### config.mk
export PLATFORM = sky130hd
export DESIGN_NAME = alu_cmd_issuer
export DESIGN_NICKNAME = d
export VERILOG_FILES = /design/src/rtl/alu_cmd_pkg.sv /design/src/rtl/alu_issue_timer.sv /design/src/rtl/alu_cmd_issuer.sv
export SDC_FILE = /design/constraint.sdc
export NUM_CORES = 1
export LEC_CHECK = 0
export CORE_MARGIN = 2
export CORE_UTILIZATION = 30
export CTS_BUF_LIST = sky130_fd_sc_hd__clkbuf_8
export CTS_CLUSTER_SIZE = 14
export DETAILED_ROUTE_END_ITERATION = 8
export PLACE_DENSITY = 0.64
export SYNTH_ARGS = -nofsm -noshare
export SYNTH_HDL_FRONTEND = slang
export SYNTH_HIERARCHICAL = 1
export SYNTH_SLANG_ARGS = --single-unit
### constraint.sdc
create_clock -name CLK -period 4.6 [get_ports CLK]
set_input_delay 0.46 -clock CLK [delete_from_list [all_inputs] [get_ports CLK]]
set_output_delay 0.46 -clock CLK [all_outputs]
set_load 0.02 [all_outputs]
### src/rtl/alu_cmd_pkg.sv
// Shared types and constants for the ALU command issuer.
package alu_cmd_pkg;

  typedef enum logic [2:0] {
    IDLE,
    ISSUE_A,
    GAP,
    ISSUE,
    WAIT,
    RESP
  } state_t;

  // Bit positions inside rsp_flags = {ERR, OFLOW, COUT, G, E, L}
  localparam int unsigned FLG_ERR   = 5;
  localparam int unsigned FLG_OFLOW = 4;
  localparam int unsigned FLG_COUT  = 3;
  localparam int unsigned FLG_G     = 2;
  localparam int unsigned FLG_E     = 1;
  localparam int unsigned FLG_L     = 0;

  localparam int unsigned CMD_MAX_W = 8;
  localparam logic [CMD_MAX_W-1:0] CMD_MUL_INC = 8'd9;
  localparam logic [CMD_MAX_W-1:0] CMD_MUL_SHL = 8'd10;

  // Result latency in cycles after the full-operand issue cycle.
  function automatic logic [1:0] lat_of(input logic mode, input logic [CMD_MAX_W-1:0] cmd);
    if (mode && (cmd == CMD_MUL_INC || cmd == CMD_MUL_SHL))
      return 2'd2;
    return 2'd1;
  endfunction

endpackage

### src/rtl/alu_issue_timer.sv
// Loadable down-counter; done flags the final counted cycle while enabled.
module alu_issue_timer #(
  parameter int unsigned W = 5
) (
  input  logic         CLK,
  input  logic         RST,
  input  logic         load,
  input  logic [W-1:0] load_val,
  input  logic         en,
  output logic         done
);

  logic [W-1:0] cnt;

  always_ff @(posedge CLK or negedge RST) begin
    if (!RST)
      cnt <= '0;
    else if (load)
      cnt <= load_val;
    else if (en && cnt != '0)
      cnt <= cnt - 1'b1;
  end

  assign done = en && (cnt == W'(1));

endmodule

### src/rtl/alu_cmd_issuer.sv
// Issues one ALU operation at a time (optionally split with a gap) and
// returns the captured result and flags on a valid/ready response port.
module alu_cmd_issuer
  import alu_cmd_pkg::*;
#(
  parameter int unsigned DW    = 8,
  parameter int unsigned CW    = 4,
  parameter int unsigned GAP_W = 5
) (
  input  logic              CLK,
  input  logic              RST,
  input  logic              req_valid,
  output logic              req_ready,
  input  logic [DW-1:0]     req_opa,
  input  logic [DW-1:0]     req_opb,
  input  logic [CW-1:0]     req_cmd,
  input  logic              req_mode,
  input  logic              req_cin,
  input  logic              req_split,
  input  logic [GAP_W-1:0]  req_gap,
  output logic [DW-1:0]     OPA,
  output logic [DW-1:0]     OPB,
  output logic [1:0]        INP_VALID,
  output logic              CE,
  output logic              MODE,
  output logic              CIN,
  output logic [CW-1:0]     CMD,
  input  logic [2*DW-1:0]   RES,
  input  logic              COUT,
  input  logic              OFLOW,
  input  logic              G,
  input  logic              E,
  input  logic              L,
  input  logic              ERR,
  output logic              rsp_valid,
  input  logic              rsp_ready,
  output logic [2*DW-1:0]   rsp_res,
  output logic [5:0]        rsp_flags
);

  state_t             state_q, state_d;
  logic               armed_q;
  logic [DW-1:0]      opa_q, opb_q;
  logic [CW-1:0]      cmd_q;
  logic               mode_q, cin_q;
  logic [GAP_W-1:0]   gap_q;
  logic [2*DW-1:0]    res_q;
  logic [5:0]         flags_q, flags_in;
  logic               accept, capture;
  logic               tmr_load, tmr_en, tmr_done;
  logic [GAP_W-1:0]   tmr_val;

  // armed_q keeps req_ready low while in reset and until the first edge after release
  assign req_ready = armed_q && (state_q == IDLE);
  assign accept    = req_valid && req_ready;
  assign rsp_valid = (state_q == RESP);
  assign rsp_res   = res_q;
  assign rsp_flags = flags_q;

  always_comb begin
    flags_in            = '0;
    flags_in[FLG_ERR]   = ERR;
    flags_in[FLG_OFLOW] = OFLOW;
    flags_in[FLG_COUT]  = COUT;
    flags_in[FLG_G]     = G;
    flags_in[FLG_E]     = E;
    flags_in[FLG_L]     = L;
  end

  alu_issue_timer #(.W(GAP_W)) u_timer (
    .CLK      (CLK),
    .RST      (RST),
    .load     (tmr_load),
    .load_val (tmr_val),
    .en       (tmr_en),
    .done     (tmr_done)
  );

  always_ff @(posedge CLK or negedge RST) begin
    if (!RST) begin
      state_q <= IDLE;
      armed_q <= 1'b0;
      opa_q   <= '0;
      opb_q   <= '0;
      cmd_q   <= '0;
      mode_q  <= 1'b0;
      cin_q   <= 1'b0;
      gap_q   <= '0;
      res_q   <= '0;
      flags_q <= '0;
    end else begin
      state_q <= state_d;
      armed_q <= 1'b1;
      if (accept) begin
        opa_q  <= req_opa;
        opb_q  <= req_opb;
        cmd_q  <= req_cmd;
        mode_q <= req_mode;
        cin_q  <= req_cin;
        gap_q  <= req_gap;
      end
      if (capture) begin
        res_q   <= RES;
        flags_q <= flags_in;
      end
    end
  end

  always_comb begin
    state_d   = state_q;
    tmr_load  = 1'b0;
    tmr_val   = '0;
    tmr_en    = 1'b0;
    capture   = 1'b0;
    OPA       = '0;
    OPB       = '0;
    CMD       = '0;
    MODE      = 1'b0;
    CIN       = 1'b0;
    CE        = 1'b0;
    INP_VALID = 2'b00;
    case (state_q)
      IDLE: begin
        if (accept)
          state_d = req_split ? ISSUE_A : ISSUE;
      end
      ISSUE_A, GAP: begin
        OPA  = opa_q;
        CMD  = cmd_q;
        MODE = mode_q;
        CIN  = cin_q;
        CE   = 1'b1;
        if (state_q == ISSUE_A) begin
          INP_VALID = 2'b01;
          if (gap_q != '0) begin
            tmr_load = 1'b1;
            tmr_val  = gap_q;
            state_d  = GAP;
          end else begin
            state_d = ISSUE;
          end
        end else begin
          tmr_en = 1'b1;
          if (tmr_done)
            state_d = ISSUE;
        end
      end
      ISSUE, WAIT: begin
        OPA  = opa_q;
        OPB  = opb_q;
        CMD  = cmd_q;
        MODE = mode_q;
        CIN  = cin_q;
        CE   = 1'b1;
        if (state_q == ISSUE) begin
          INP_VALID = 2'b11;
          tmr_load  = 1'b1;
          tmr_val   = GAP_W'(lat_of(mode_q, CMD_MAX_W'(cmd_q)));
          state_d   = WAIT;
        end else begin
          tmr_en = 1'b1;
          if (tmr_done) begin
            capture = 1'b1;
            state_d = RESP;
          end
        end
      end
      RESP: begin
        if (rsp_ready)
          state_d = IDLE;
      end
      default: state_d = IDLE;
    endcase
  end

endmodule
# Word level (Yosys, flattened, before mapping)
# Cells that the tools add are included.
# op_classes
reduce_logical,14
muxes,39
eq_ne,12
add_sub_neg,1
# op_table
operator,n
two-way mux 5 bit,4
two-way mux 3 bit,6
two-way mux 1 bit,16
two-way mux 8 bit,2
one-hot mux 3 bit (4 select lines),1
two-way mux 2 bit,5
one-hot mux 5 bit (2 select lines),1
nonzero test 5 bit,2
== test 4 bit (second input constant),2
== test 3 x 2 -> 1 bit (second input constant),2
== test 3 bit (second input constant),2
!= test 3 bit (second input constant),2
== test 5 x 1 -> 1 bit (second input constant),1
logical AND 1 bit,5
subtractor 5 x 1 -> 5 bit (second input constant),1
two-way mux 4 bit,1
one-hot mux 1 bit (2 select lines),2
one-hot mux 2 bit (2 select lines),1
AND reduction 4 bit,1
OR reduction 2 bit,2
OR reduction 4 bit,1
== test 3 x 1 -> 1 bit (second input constant),1
zero test 3 bit,1
!= test 2 x 1 -> 1 bit (second input constant),1
3 further kinds,3
# totals
input_bits,54
wordCells,77
out_inout_bits,49
ff_bits,58

# Depth between registers and ports, before layout
# Gate-level depths: netlist (run 1).
# depth
depth_word,10
mapped_depth,8
ltp_nobuf,6

# By module
# The synthesis (run 1) kept the hierarchy.
# by_module_without_submodules
mod,area_each_um2,cells_each,seq_area_each_um2,instances
alu_cmd_issuer,2319.7,172,1326.3,1
alu_issue_timer,336.6,35,125.1,1

# Worst setup path before layout (run 1)
# OpenSTA, ideal clock, no wires.
# synth_timing
path_type,register to register
from,register state_q[1]
to,register flags_q[2] (netlist: rsp_flags[2])
period_less_slack_ns,2.238
setup_time_ns,0.125
arrival_time_ns,2.113
slack_ns,2.362
t_required_ns,4.475
path_stages_with_launch,9
n_path_buf,3
cell_sequence,dfrtp_1 clkbuf_1 xnor2_1 nor2_1 and4b_2 and3_1 clkbuf_1 buf_4 mux2_2
# synth_between
elab_chain_cells,7
word_cells_on_any_way,13
classes_between,4 x eq/ne; 6 x mux; 3 x reduce/logical
# synth_lines
element,line_no,text
"start, declared",alu_cmd_issuer.sv:41,"state_t state_q, state_d;"
"start signal, assigned",alu_cmd_issuer.sv:92,state_q <= state_d;
"== test 3 x 2 -> 1 bit, or another cell as far along","alu_cmd_issuer.sv:122, alu_cmd_issuer.sv:155",
"two-way mux 1 bit, or another cell as far along",alu_cmd_issuer.sv:155,if (state_q == ISSUE) begin
one-hot mux 1 bit (2 select lines) *,alu_cmd_issuer.sv:122,case (state_q)
net tmr_en,alu_cmd_issuer.sv:50,"logic tmr_load, tmr_en, tmr_done;"
logical AND 1 bit *,alu_issue_timer.sv:24,assign done = en && (cnt == W'(1));
net tmr_done,alu_cmd_issuer.sv:50,
two-way mux 1 bit *,alu_cmd_issuer.sv:162,if (tmr_done) begin
two-way mux 1 bit *,alu_cmd_issuer.sv:155,
two-way mux 1 bit *,alu_cmd_issuer.sv:122,
"end signal, assigned",alu_cmd_issuer.sv:104,flags_q <= flags_in;
"end, declared",alu_cmd_issuer.sv:48,"logic [5:0] flags_q, flags_in;"
# Mark *: on every way through the listed nets, which the timed path passes. The rest lies on a longest branch.
# A chain may end at the register's enable or synchronous reset.

# Final worst setup path (run 1)
# layout_timing
from,register state_q[1]
to,output OPA[6]
# layout_between
elab_chain_cells,3
word_cells_on_any_way,6
classes_between,4 x eq/ne; 1 x mux; 1 x reduce/logical
# layout_lines
element,line_no,text
"== test 3 x 1 -> 1 bit, or another cell as far along",alu_cmd_issuer.sv:122,
OR reduction 4 bit (no line) *,--,
two-way mux 8 bit *,alu_cmd_issuer.sv:122,
"end, declared",alu_cmd_issuer.sv:21,"output logic [DW-1:0] OPA,"
# Mark *: on every way between the ends. The rest lies on a longest branch, timed or not.

==> summary.txt, run 1 <==
Placed design
  • Dpl cells: 409
  • Gpl congestion: 0.815
  • Placed inst area: 3770 µm²
  • Pre-CTS setup slack: approximately 1.7 ns
  • DP HPWL: about 4300 µm
  • Count of input and output buffers: roughly 100

Cells and area
  • Fraction of layout cells with a size suffix above 1: 22.2%
  • Layout Nets: 368
  • Antenna diodes: 0
  • Area delta synth->final: 47.8%
  • Post-Route Utilization: 45.5%
  • Filler cell count: 824
  • Fin area: 3930 µm²
  • Finished Layout Cells: roughly 420

Setup path
  • Crit path required time: between 4 and 5 ns
  • Worst setup EP type: output pin
  • R2R depth: 5
  • Worst path arrival time: 2.83 ns
  • R2R Setup Slk: 1.81 ns
  • Setup CP Type: reg2out
  • Startpoint Class: register
  • Crit-path max FO: 15

Clock network
  • CTS Hold Bufs: 0
  • CTS Buf Count: 9
  • CTS sink count: 58
  • Clk root buf: clkbuf_8
  • CTS tree: done
  • Clock Latency Late Sink: 0.33 ns
  • Clock transition at path regs: 0.07 ns
  • H-Tree Level Count: 3
  • Cts repair resizes: 0
  • Clock buffer depth: 2
  • Setup bufs post-CTS: 0

Synthesis
  • Synthesized area per cell: 12.8 µm²
  • Post-synth ARST share: 100%
  • Post-synth top area cell: dfrtp_1
  • Yosys warning count: 6
  • Post-Synth Simple-Gate Area: 14.4%
  • Synth Area in Adders: less than 1%
  • Largest family of logic cells by synthesized area: multiplexers
  • Top post-synthesis cells by area: dfrtp_1, mux2_2, and2_1
  • Synth Register Bits: 58
  • Post-synthesis mux area share: 21.1%
  • Mapped Cells: 207
  • Share of the yosys chip area belonging to registers: a little over half
  • Synth Area in XOR/XNOR: less than 1%
  • EDFF count, synth: 0
  • Synthesized netlist net count: around 260
  • Synth Flop Type: dfrtp_1
  • Synth cell types: 40
  • Share of Yosys cell area claimed by the top area cell type: 54.6%
  • Synth Area in Compound Gates: 4.95%
  • Synth Cell Area: ~2700 µm²

Floorplan
  • CORE AREA: 8640 µm²
  • Die X: ~98 µm
  • Chip Height: 98.1 µm
  • Die Area: 9620 µm²
  • IO Count: 103
  • Initial core utilization: 30.8%
  • Row cnt: 34

GRT
  • Global-route usage over all layers: about an eighth
  • Largest net degree at the start of global routing: 59
  • First-pass GRT wire length: just over 10000 µm
  • Vias in the first global route: 2125
  • Initial antenna violation count: 0
  • Total gr overflow: 0

Power and ir drop
  • Logic pwr share: 51.3%
  • VDD IR max: 0.289 mV
  • Sw Share: 37.3%
  • Standby leakage power: 1.59 nW
  • P_int: 1.72 mW
  • Total net switching power: 1.02 mW
  • PwrDens: 699 nW/µm²
  • Flop pwr share: 34.3%
  • Clock power share: 14.4%

Run status
  • Outcome: complete, no violations

Routing
  • Final ANT Viol Nets: 0
  • Final WL: around 6000 µm
  • Drt drc: 0
  • Drt pass-1 iters: 4
  • 1st-iter DRT viols: 50
  • Via density: 4.63
  • Routed WL per cell: 14.3 µm
  • Vias: approximately 2000

Timing
  • Final worst path period need: 3.29 ns
  • Slew headroom: 31.8%
  • Max-slew violations: 0
  • Final cycle utilization of the critical path: 71.4%
  • Unrepaired setup endpoints after global routing: false
  • Worst Skew: about 0.012 ns
  • Post-route setup TNS: 0 ns
  • Final Hold Vio Count: 0
  • Slew @ Worst Pin: 1.02 ns
  • Final setup fails: 0
  • Fmax: between 300 and 400 MHz
  • Final WS setup: 1.31 ns

Run
  • Max-capacitance violation count: 0

Worst hold path
  • Min-delay worst type: in2async
area by class of cell:
cell class | instances | area [µm²] | area share (%)
Clock buffer | 10 | 138 | 3.51
Clock inverter | 4 | 20.0 | 0.510
Inverter | 5 | 18.8 | 0.478
Multi-Input combinational cell | 134 | 1130 | 28.8
Sequential cell | 58 | 1450 | 37.0
Tap cell | 108 | 135 | 3.44
Timing Repair Buffer | 104 | 1030 | 26.3
final timing paths:
check | from | endpoint
min | RST | opa_q[7]
max in group asynchronous | RST | opb_q[7]
max reg2reg | state_q[1] | rsp_flags[5]
max | state_q[1] | OPA[6]
min reg2reg | cin_q | cin_q
min in group CLK | cin_q | cin_q
cell usage in the layout, fill, tap and decap left out, types with 2 or more instances in the layout:
master,count
nand2_1,8
dfrtp_1,58
xnor2_1,2
clkbuf_8,10
nand2b_1,2
nor2_1,5
a32oi_1,2
o21ai_0,2
and2_1,15
and3_1,3
buf_4,2
clkdlybuf4s50_1,101
inv_1,5
ha_1,2
mux2_2,48
or4_1,2
a21oi_1,5
nor3b_1,4
nor2b_1,13
clkinv_2,4
stage by stage:
stage                     total power, mW  hold slack (ns)
after global routing                 2.94            0.328
after floorplan                      1.75            0.164
after detailed placement             2.37            0.477
after CTS                            2.79            0.300
final                                2.75            0.278
after global placement               2.35            0.476
critical path: stages, from the launching register on:
cell and delay, ns:
dfrtp_1 0.64, nor2_1 0.19, xnor2_1 0.79, and2_1 0.25, clkdlybuf4s50_1 0.61
cells in the mapped netlist (2+ instances only):
master and number:
nor3b_1 4, nor2_1 5, buf_2 2, xnor2_1 2
a32oi_1 2, nand2b_1 2, a21oi_1 5, clkbuf_1 4
o21ai_0 2, or4_1 2, and2_1 15, mux2_2 48
nand2_1 8, and3_1 3, inv_1 5, dfrtp_1 58
ha_1 2, nor2b_1 13, buf_4 4
registers in the layout (all words and copies together), names as in the netlist:
| name | count |
|---|---|
| cmd_q | 4 |
| mode_q | 1 |
| opb_q | 8 |
| rsp_flags | 6 |
| armed_q | 1 |
| cin_q | 1 |
| rsp_res | 16 |
| gap_q | 5 |
| opa_q | 8 |
| u_timer/cnt | 5 |
| state_q | 3 |
kinds of logic (layout without fill, tap and decap cells):
| kind of cell | Yosys count | in the layout |
|---|---|---|
| flops | 58 | 58 |
| other cells | 1 | 1 |
| fa+ha+maj | 2 | 2 |
| compound gates | 18 | 18 |
| xor+xnor | 3 | 3 |
| buf+inv | 15 | 123 |
| simple gates | 60 | 60 |
| mux | 50 | 50 |
per-layer routing:
metal | GRT usage (%) | share of wire [%]
met5 | 0 | 0
met4 | 3.21 | 0.96
met3 | 7.02 | 8.4
met2 | 21.1 | 47
met1 | 15.6 | 44
power groups by stage:
| stage | combinational (mW) | clock (mW) | sequential [mW] |
|---|---|---|---|
| 5_1_grt | 1.51 | 0.439 | 0.989 |
| 3_5_place_dp | 1.42 | 0 | 0.950 |
| 4_1_cts | 1.43 | 0.414 | 0.946 |
| 6_report | 1.41 | 0.394 | 0.942 |
| 2_1_floorplan | 0.738 | 0 | 1.01 |
| 3_3_place_gp | 1.41 | 0 | 0.939 |
No activity file was read; power rests on OpenSTA's default activity.
==> inputs of run 2 (changes only) <==
==> constraint.sdc (replaced) <==
create_clock -name CLK -period 3.1 [get_ports CLK]
set_input_delay 0.31 -clock CLK [delete_from_list [all_inputs] [get_ports CLK]]
set_output_delay 0.31 -clock CLK [all_outputs]
set_load 0.02 [all_outputs]
==> run 2 against run 1 <==
Compared with the run above:
- cell count is 1.2% higher
- critical path depth stayed put
- sequential power is 45% higher
- global-route usage is 0.13 points higher
- hold slack better by 0.21 ns
- flip-flop and latch count stayed put
- register-to-register slack worse by 1.1 ns
- total power is 55% higher
- utilization is 1.1 points higher
- clock skew hardly changed
- sequential share of layout area is 0.90 points lower
- final area is 2.5% higher
- critical endpoint is now OPB[3]
==> summary.txt, run 2 (synthesis gave the netlist of run 1 again) <==
Run status
  • Outcome: complete, no violations

Routing
  • Final ANT Viol Nets: 0 (unchanged)
  • Via density: 4.67 (+0.85%)
  • Drt pass-1 iters: 4 (unchanged)
  • Vias: 2000 (+2.0%)
  • Drt drc: 0 (unchanged)
  • 1st-iter DRT viols: 53 (+6.0%)
  • Final WL: 6220 µm (+2.7%)
  • Routed WL per cell: 14.5 µm (+1.5%)

Floorplan
  • IO Count: 103 (unchanged)
  • Initial core utilization: 30.8% (unchanged)
  • CORE AREA: 8640 µm² (unchanged)
  • Chip Height: 98.1 µm (unchanged)
  • Row cnt: 34 (unchanged)
  • Die X: 98.1 µm (unchanged)
  • Die Area: 9620 µm² (unchanged)

Placed design
  • Gpl congestion: 0.858 (+5.3%)
  • Count of input and output buffers: 102 (unchanged)
  • DP HPWL: 4490 µm (+4.6%)

Setup path
  • Crit path max-delay cell type: dfrtp_1
  • Setup CP Type: reg2out
  • Worst path arrival time: 2.47 ns (-0.36 ns)
  • Crit-path max FO: 10 (-5)
  • Delay-heaviest family, CP: flip-flops
  • CP Depth: 4 (unchanged)
  • Crit path buf inv count: 1 (unchanged)
  • Crit path cell chain: and3b_1 -> a21oi_1 -> nor2b_1 -> clkdlybuf4s50_1
  • R2R depth: 6 (+1)
  • Startpoint Class: register
  • Max incr delay on CP: 0.59 ns (-0.20 ns)
  • Worst setup EP type: output pin
  • Crit path required time: 2.79 ns (-1.35 ns)

Cells and area
  • Post-Route Utilization: 46.6% (+1.1 points)
  • Fraction of layout cells with a size suffix above 1: 23.4% (+1.2 points)
  • Area delta synth->final: 51.4%
  • Leading cell type in the layout, fill and taps excluded: clkdlybuf4s50_1
  • Antenna diodes: 0 (unchanged)
  • Most frequent cells in the layout: clkdlybuf4s50_1, dfrtp_1, mux2_2, and2_1, nor2b_1
  • Filler cell count: 805 (-2.3%)
  • Layout Nets: 371 (+0.82%)
  • Max reg flops: 16 (unchanged)

Timing
  • Unrepaired setup endpoints after global routing: false
  • Max-slew violations: 0 (unchanged)
  • Final setup fails: 0 (unchanged)
  • Post-route setup TNS: 0 ns (unchanged)
  • Final cycle utilization of the critical path: 89.8%
  • Slew headroom: 49.0% (+17 points)
  • Final worst path period need: 2.78 ns
  • Fmax: 359 MHz
  • Final Hold Vio Count: 0 (unchanged)
  • Slew @ Worst Pin: 0.763 ns (-0.260 ns)
  • Worst Skew: 0.0119 ns (+0.000377 ns)

Power and ir drop
  • Standby leakage power: 1.63 nW (+2.4%)
  • Clock power share: 17.2% (+2.8 points)
  • PwrDens: 1060 nW/µm² (+51%)
  • Logic pwr share: 50.7% (-0.6 points)
  • Total net switching power: 1.58 mW (+54%)
  • VDD IR max: 0.424 mV (+46%)
  • Sw Share: 37.1% (-0.18 points)
  • Total Power: 4.26 mW (+55%)
  • Flop pwr share: 32.1% (-2.2 points)
  • P_int: 2.68 mW (+56%)

Worst hold path
  • Min-delay worst type: in2async

Clock network
  • Clock transition at path regs: 0.07 ns (about the same)
  • H-Tree Level Count: 3 (unchanged)
  • Clk root buf: clkbuf_8
  • CTS sink count: 58 (unchanged)
  • Clock Latency Late Sink: 0.34 ns (about the same)
  • Setup bufs post-CTS: 0 (unchanged)
  • CTS tree: done
  • CTS Buf Count: 9 (unchanged)
  • Clock buffer depth: 2 (unchanged)

GRT
  • Initial antenna violation count: 0 (unchanged)
  • Global-route usage over all layers: 13.3% (+0.13 points)
  • Vias in the first global route: 2096 (-1.4%)
  • First-pass GRT wire length: 10200 µm (+1.5%)
  • Total gr overflow: 0 (unchanged)
  • Largest net degree at the start of global routing: 36 (-39%)

Run
  • Max-capacitance violation count: 0 (unchanged)
-- run 2: cell count changes in the layout (fill, tap and decap cells not counted), sizes merged --
| cell | before | now |
|---|---|---|
| buf | 3 | 5 |
| dlygate4sd3 | 0 | 1 |
| bufinv | 0 | 1 |
| inv | 5 | 7 |
| clkinv | 4 | 2 |
| clkinvlp | 0 | 1 |
-- run 2: final cells by class --
type / count / area, µm² / area share, %
clock buffer: 10 / 138 / 3.42
clock inverter: 6 / 72.6 / 1.80
inverter: 5 / 18.8 / 0.467
multi-input combinational: 134 / 1140 / 28.3
sequential: 58 / 1450 / 36.1
tap: 108 / 135 / 3.36
timing repair buffer: 107 / 1070 / 26.6
-- run 2: power groups by stage --
stage	clock network [mW]	registers, mW	logic (mW)
3_5_place_dp	0	1.38	2.16
3_3_place_gp	0	1.37	2.13
2_1_floorplan	0	1.50	1.10
4_1_cts	0.755	1.37	2.18
5_1_grt	0.796	1.43	2.32
6_report	0.734	1.37	2.16
-- run 2: through the flow --
stage	setup slack (ns)	area [µm²]	hold slack (ns)	instances
after floorplan	0.862	2660	0.0144	207
after global placement	0.561	3790	0.344	411
after detailed placement	0.476	3790	0.337	411
after CTS	0.0898	4020	0.503	428
after global routing	0.106	4020	0.510	428
final	0.317	4020	0.488	428
-- run 2: worst reg2reg max path: cells and delay by family (launching register included) --
kind                      cells  cell delay [ns]
and+or+nand+nor               3             0.89
xor gates and xnor gates      1             0.19
muxes                         1             0.39
DFF                           1             0.53
buffers and inverters         1             0.30
-- run 2: per-layer routing --
| metal | GRT usage (%) | part of all wire, % | wire length [µm] | up-vias |
|---|---|---|---|---|
| li1 | - | - | - | 945 |
| met1 | 15.7 | 42 | 2640 | 984 |
| met2 | 21.8 | 49 | 3060 | 65 |
| met3 | 6.16 | 7.6 | 473 | 6 |
| met4 | 3.85 | 0.76 | 47 | 0 |
| met5 | 0 | 0 | 0 | - |
-- run 2: worst paths after layout --
check,start,to,slack (ns)
setup / recovery,state_q[2],OPB[3],0.32
hold / removal,RST,gap_q[1],0.49
setup reg to reg,state_q[2],rsp_flags[2],0.69
hold reg to reg,cin_q,cin_q,0.50
max in group asynchronous,RST,opa_q[2],1.75
min in group CLK,cin_q,cin_q,0.50
-- run 2: timing repair --
| action | CTS | global route |
|---|---|---|
| hold buffers | 1 | 0 |
| gates resized for setup | 0 | 1 |
| setup endpoints to repair | 0 | 14 |
| hold endpoints to repair | 23 | 0 |
==> inputs of run 3 (changes only) <==
--- a/config.mk
+++ b/config.mk
@@ -11,6 +11,7 @@
 export CTS_CLUSTER_SIZE = 14
 export DETAILED_ROUTE_END_ITERATION = 8
 export PLACE_DENSITY = 0.64
+export SLEW_MARGIN = 20
 export SYNTH_ARGS = -nofsm -noshare
 export SYNTH_HDL_FRONTEND = slang
 export SYNTH_HIERARCHICAL = 1
==> results of run 3 <==
Final layout, timing and power as in run 2 (identical DEF).
==> variant (config.mk and constraints of run 2) <==
Re-encode `state_t` (6 states) as one-hot, 6 bits wide.
--- a/src/rtl/alu_cmd_pkg.sv
+++ b/src/rtl/alu_cmd_pkg.sv
@@ -1,13 +1,13 @@
 // Shared types and constants for the ALU command issuer.
 package alu_cmd_pkg;
 
-  typedef enum logic [2:0] {
-    IDLE,
-    ISSUE_A,
-    GAP,
-    ISSUE,
-    WAIT,
-    RESP
+  typedef enum logic [5:0] {
+    IDLE    = 6'b000001,
+    ISSUE_A = 6'b000010,
+    GAP     = 6'b000100,
+    ISSUE   = 6'b001000,
+    WAIT    = 6'b010000,
+    RESP    = 6'b100000
   } state_t;
 
   // Bit positions inside rsp_flags = {ERR, OFLOW, COUT, G, E, L}
Function: no difference found for any inputs over 10 cycles, from zero or initial values and one cycle with RST low; not proved beyond that.
==> variant against run 2 <==
Setup slack better by 14 ps. Highest routed layer unchanged. Sequential share of layout area down 0.27 points. Fmax up 0.51%. Non-clock buffer count up 2. Cell area up 6.1%. First-iteration DRC count up 47%. Total power down 28%. Area after synthesis up 11%. Wire length up 4.2%. Worst hold slack worse by 80 ps. Synthesized cell count up 7.2%. Core utilization down 2.5 points. Sequential cell count up 3.
==> variant: results (changes against run 2) <==
INFO  metric nets = 386 (was 371)
INFO  metric detail_route.wirelength.met1 = 2.819 mm (was 2.640 mm)
INFO  metric synth_xor_area_frac = 0.01186 (was 0.009892)
INFO  metric wl_met2 = 3.130 mm (was 3.060 mm)
INFO  metric placement.setup.worst_slack = 684.2 ps (was 475.6 ps)
INFO  metric grt_pass1_wl = 10.71 mm (was 10.23 mm)
INFO  metric ys_seq_area_frac = 0.5174 (was 0.5464)
INFO  metric io_buffer_count = 102 (unchanged)
INFO  metric grt_util_met2 = 0.2158 (was 0.2176)
INFO  metric irDropWorstVdd = 318.7 uV (was 423.7 uV)
INFO  metric skew = 7.588 ps (was 11.88 ps)
INFO  metric netSwitchingPower = 958.6 uW (was 1.582 mW)
INFO  metric synth.area.mux_share = 0.2144 (was 0.2115)
INFO  metric status = completed (unchanged)
INFO  metric globalplace.congestion = 0.7876 (was 0.8578)
INFO  metric synth.area.top_cells = sky130_fd_sc_hd__dfrtp_1 51%, sky130_fd_sc_hd__mux2_2 11%, sky130_fd_sc_hd__mux2_4 9.7%, sky130_fd_sc_hd__nor2b_1 3.4%, sky130_fd_sc_hd__buf_12 2.0% (was sky130_fd_sc_hd__dfrtp_1 55%, sky130_fd_sc_hd__mux2_2 20%, sky130_fd_sc_hd__and2_1 3.5%, sky130_fd_sc_hd__nor2b_1 3.1%, sky130_fd_sc_hd__buf_4 1.1%)
INFO  metric critical_path.reg2reg.endpoint = rsp_flags[4] (was rsp_flags[2])
INFO  metric cp_max_fo = 15 (was 10)
INFO  metric routed_wirelength_normalized_by_instance_count = 13.88 um (was 14.54 um)
INFO  metric syn_nets = 278 (was 263)
INFO  metric grt_pass1_vias = 2,227 (was 2,096)
INFO  metric whs = 408.0 ps (was 488.4 ps)
INFO  metric worst_r2r_path_depth = 5 (was 6)
INFO  metric hpwl_after_dpl = 4.679 mm (was 4.492 mm)
INFO  metric detailroute.wirelength.met3 = 400 um (was 473 um)
INFO  metric final_cells = 467 (was 428)
INFO  metric rr_startpoint = state_q[4] (was state_q[2])
INFO  metric final_layout_size_suffix_gt1_frac = 0.2575 (was 0.2344)
INFO  metric leakage = 1.894 nW (was 1.631 nW)
INFO  metric grt.met1_usage = 0.1572 (was 0.1568)
INFO  metric slew-limit-headroom = 0.6560 (was 0.4898)
INFO  metric grt_use_total = 0.1313 (was 0.1328)
INFO  metric final_min_period_over_clock_period = 0.8932 (was 0.8978)
INFO  metric grtUsageMet3 = 0.04099 (was 0.06156)
INFO  metric synth-adder-area-share = 0.008475 (was 0.009421)
INFO  metric synth_cell_types = 50 (was 40)
[variant: power groups by stage]
stage | clock network, mW | registers, mW | logic (mW)
2_1_floorplan | 0 | 1.20 | 0.783
3_3_place_gp | 0 | 1.23 | 1.14
3_5_place_dp | 0 | 1.23 | 1.16
4_1_cts | 0.720 | 1.22 | 1.16
5_1_grt | 0.757 | 1.26 | 1.25
6_report | 0.689 | 1.22 | 1.15
[variant: how the worst max path moves through the flow]
stage | from | end | cells past startpoint
after floorplan | state_q[4] | rsp_res[0] | 8
after global placement | state_q[4] | CMD[2] | 5
after detailed placement | state_q[4] | rsp_flags[4] | 5
after CTS | state_q[4] | CMD[2] | 5
after global routing | state_q[4] | MODE | 5
final | state_q[4] | CMD[2] | 5
[variant: cells by family after synthesis]
group,Yosys count
compound gates,20
fa+ha+maj,2
flops,61
other cells,1
mux,50
xor+xnor,4
buf+inv,20
simple gates,64
[variant: worst max-delay path, cell delays in order, from the launching register on]
cell                              delay, ps
sky130_fd_sc_hd__dfrtp_1                490
sky130_fd_sc_hd__nor4_1                 480
sky130_fd_sc_hd__a22oi_1                120
sky130_fd_sc_hd__buf_4                  230
sky130_fd_sc_hd__and2b_1                200
sky130_fd_sc_hd__clkdlybuf4s50_1        610
[variant: final cells by class]
| type | count | area (um^2) |
|---|---|---|
| Clock buffer | 10 | 137.6 |
| Clock inverter | 5 | 52.55 |
| Fill cell | 914 | 5418 |
| Inverter | 8 | 30.03 |
| Multi-Input combinational cell | 141 | 1281 |
| Sequential cell | 61 | 1528 |
| Tap cell | 133 | 166.4 |
| Timing Repair Buffer | 109 | 1071 |
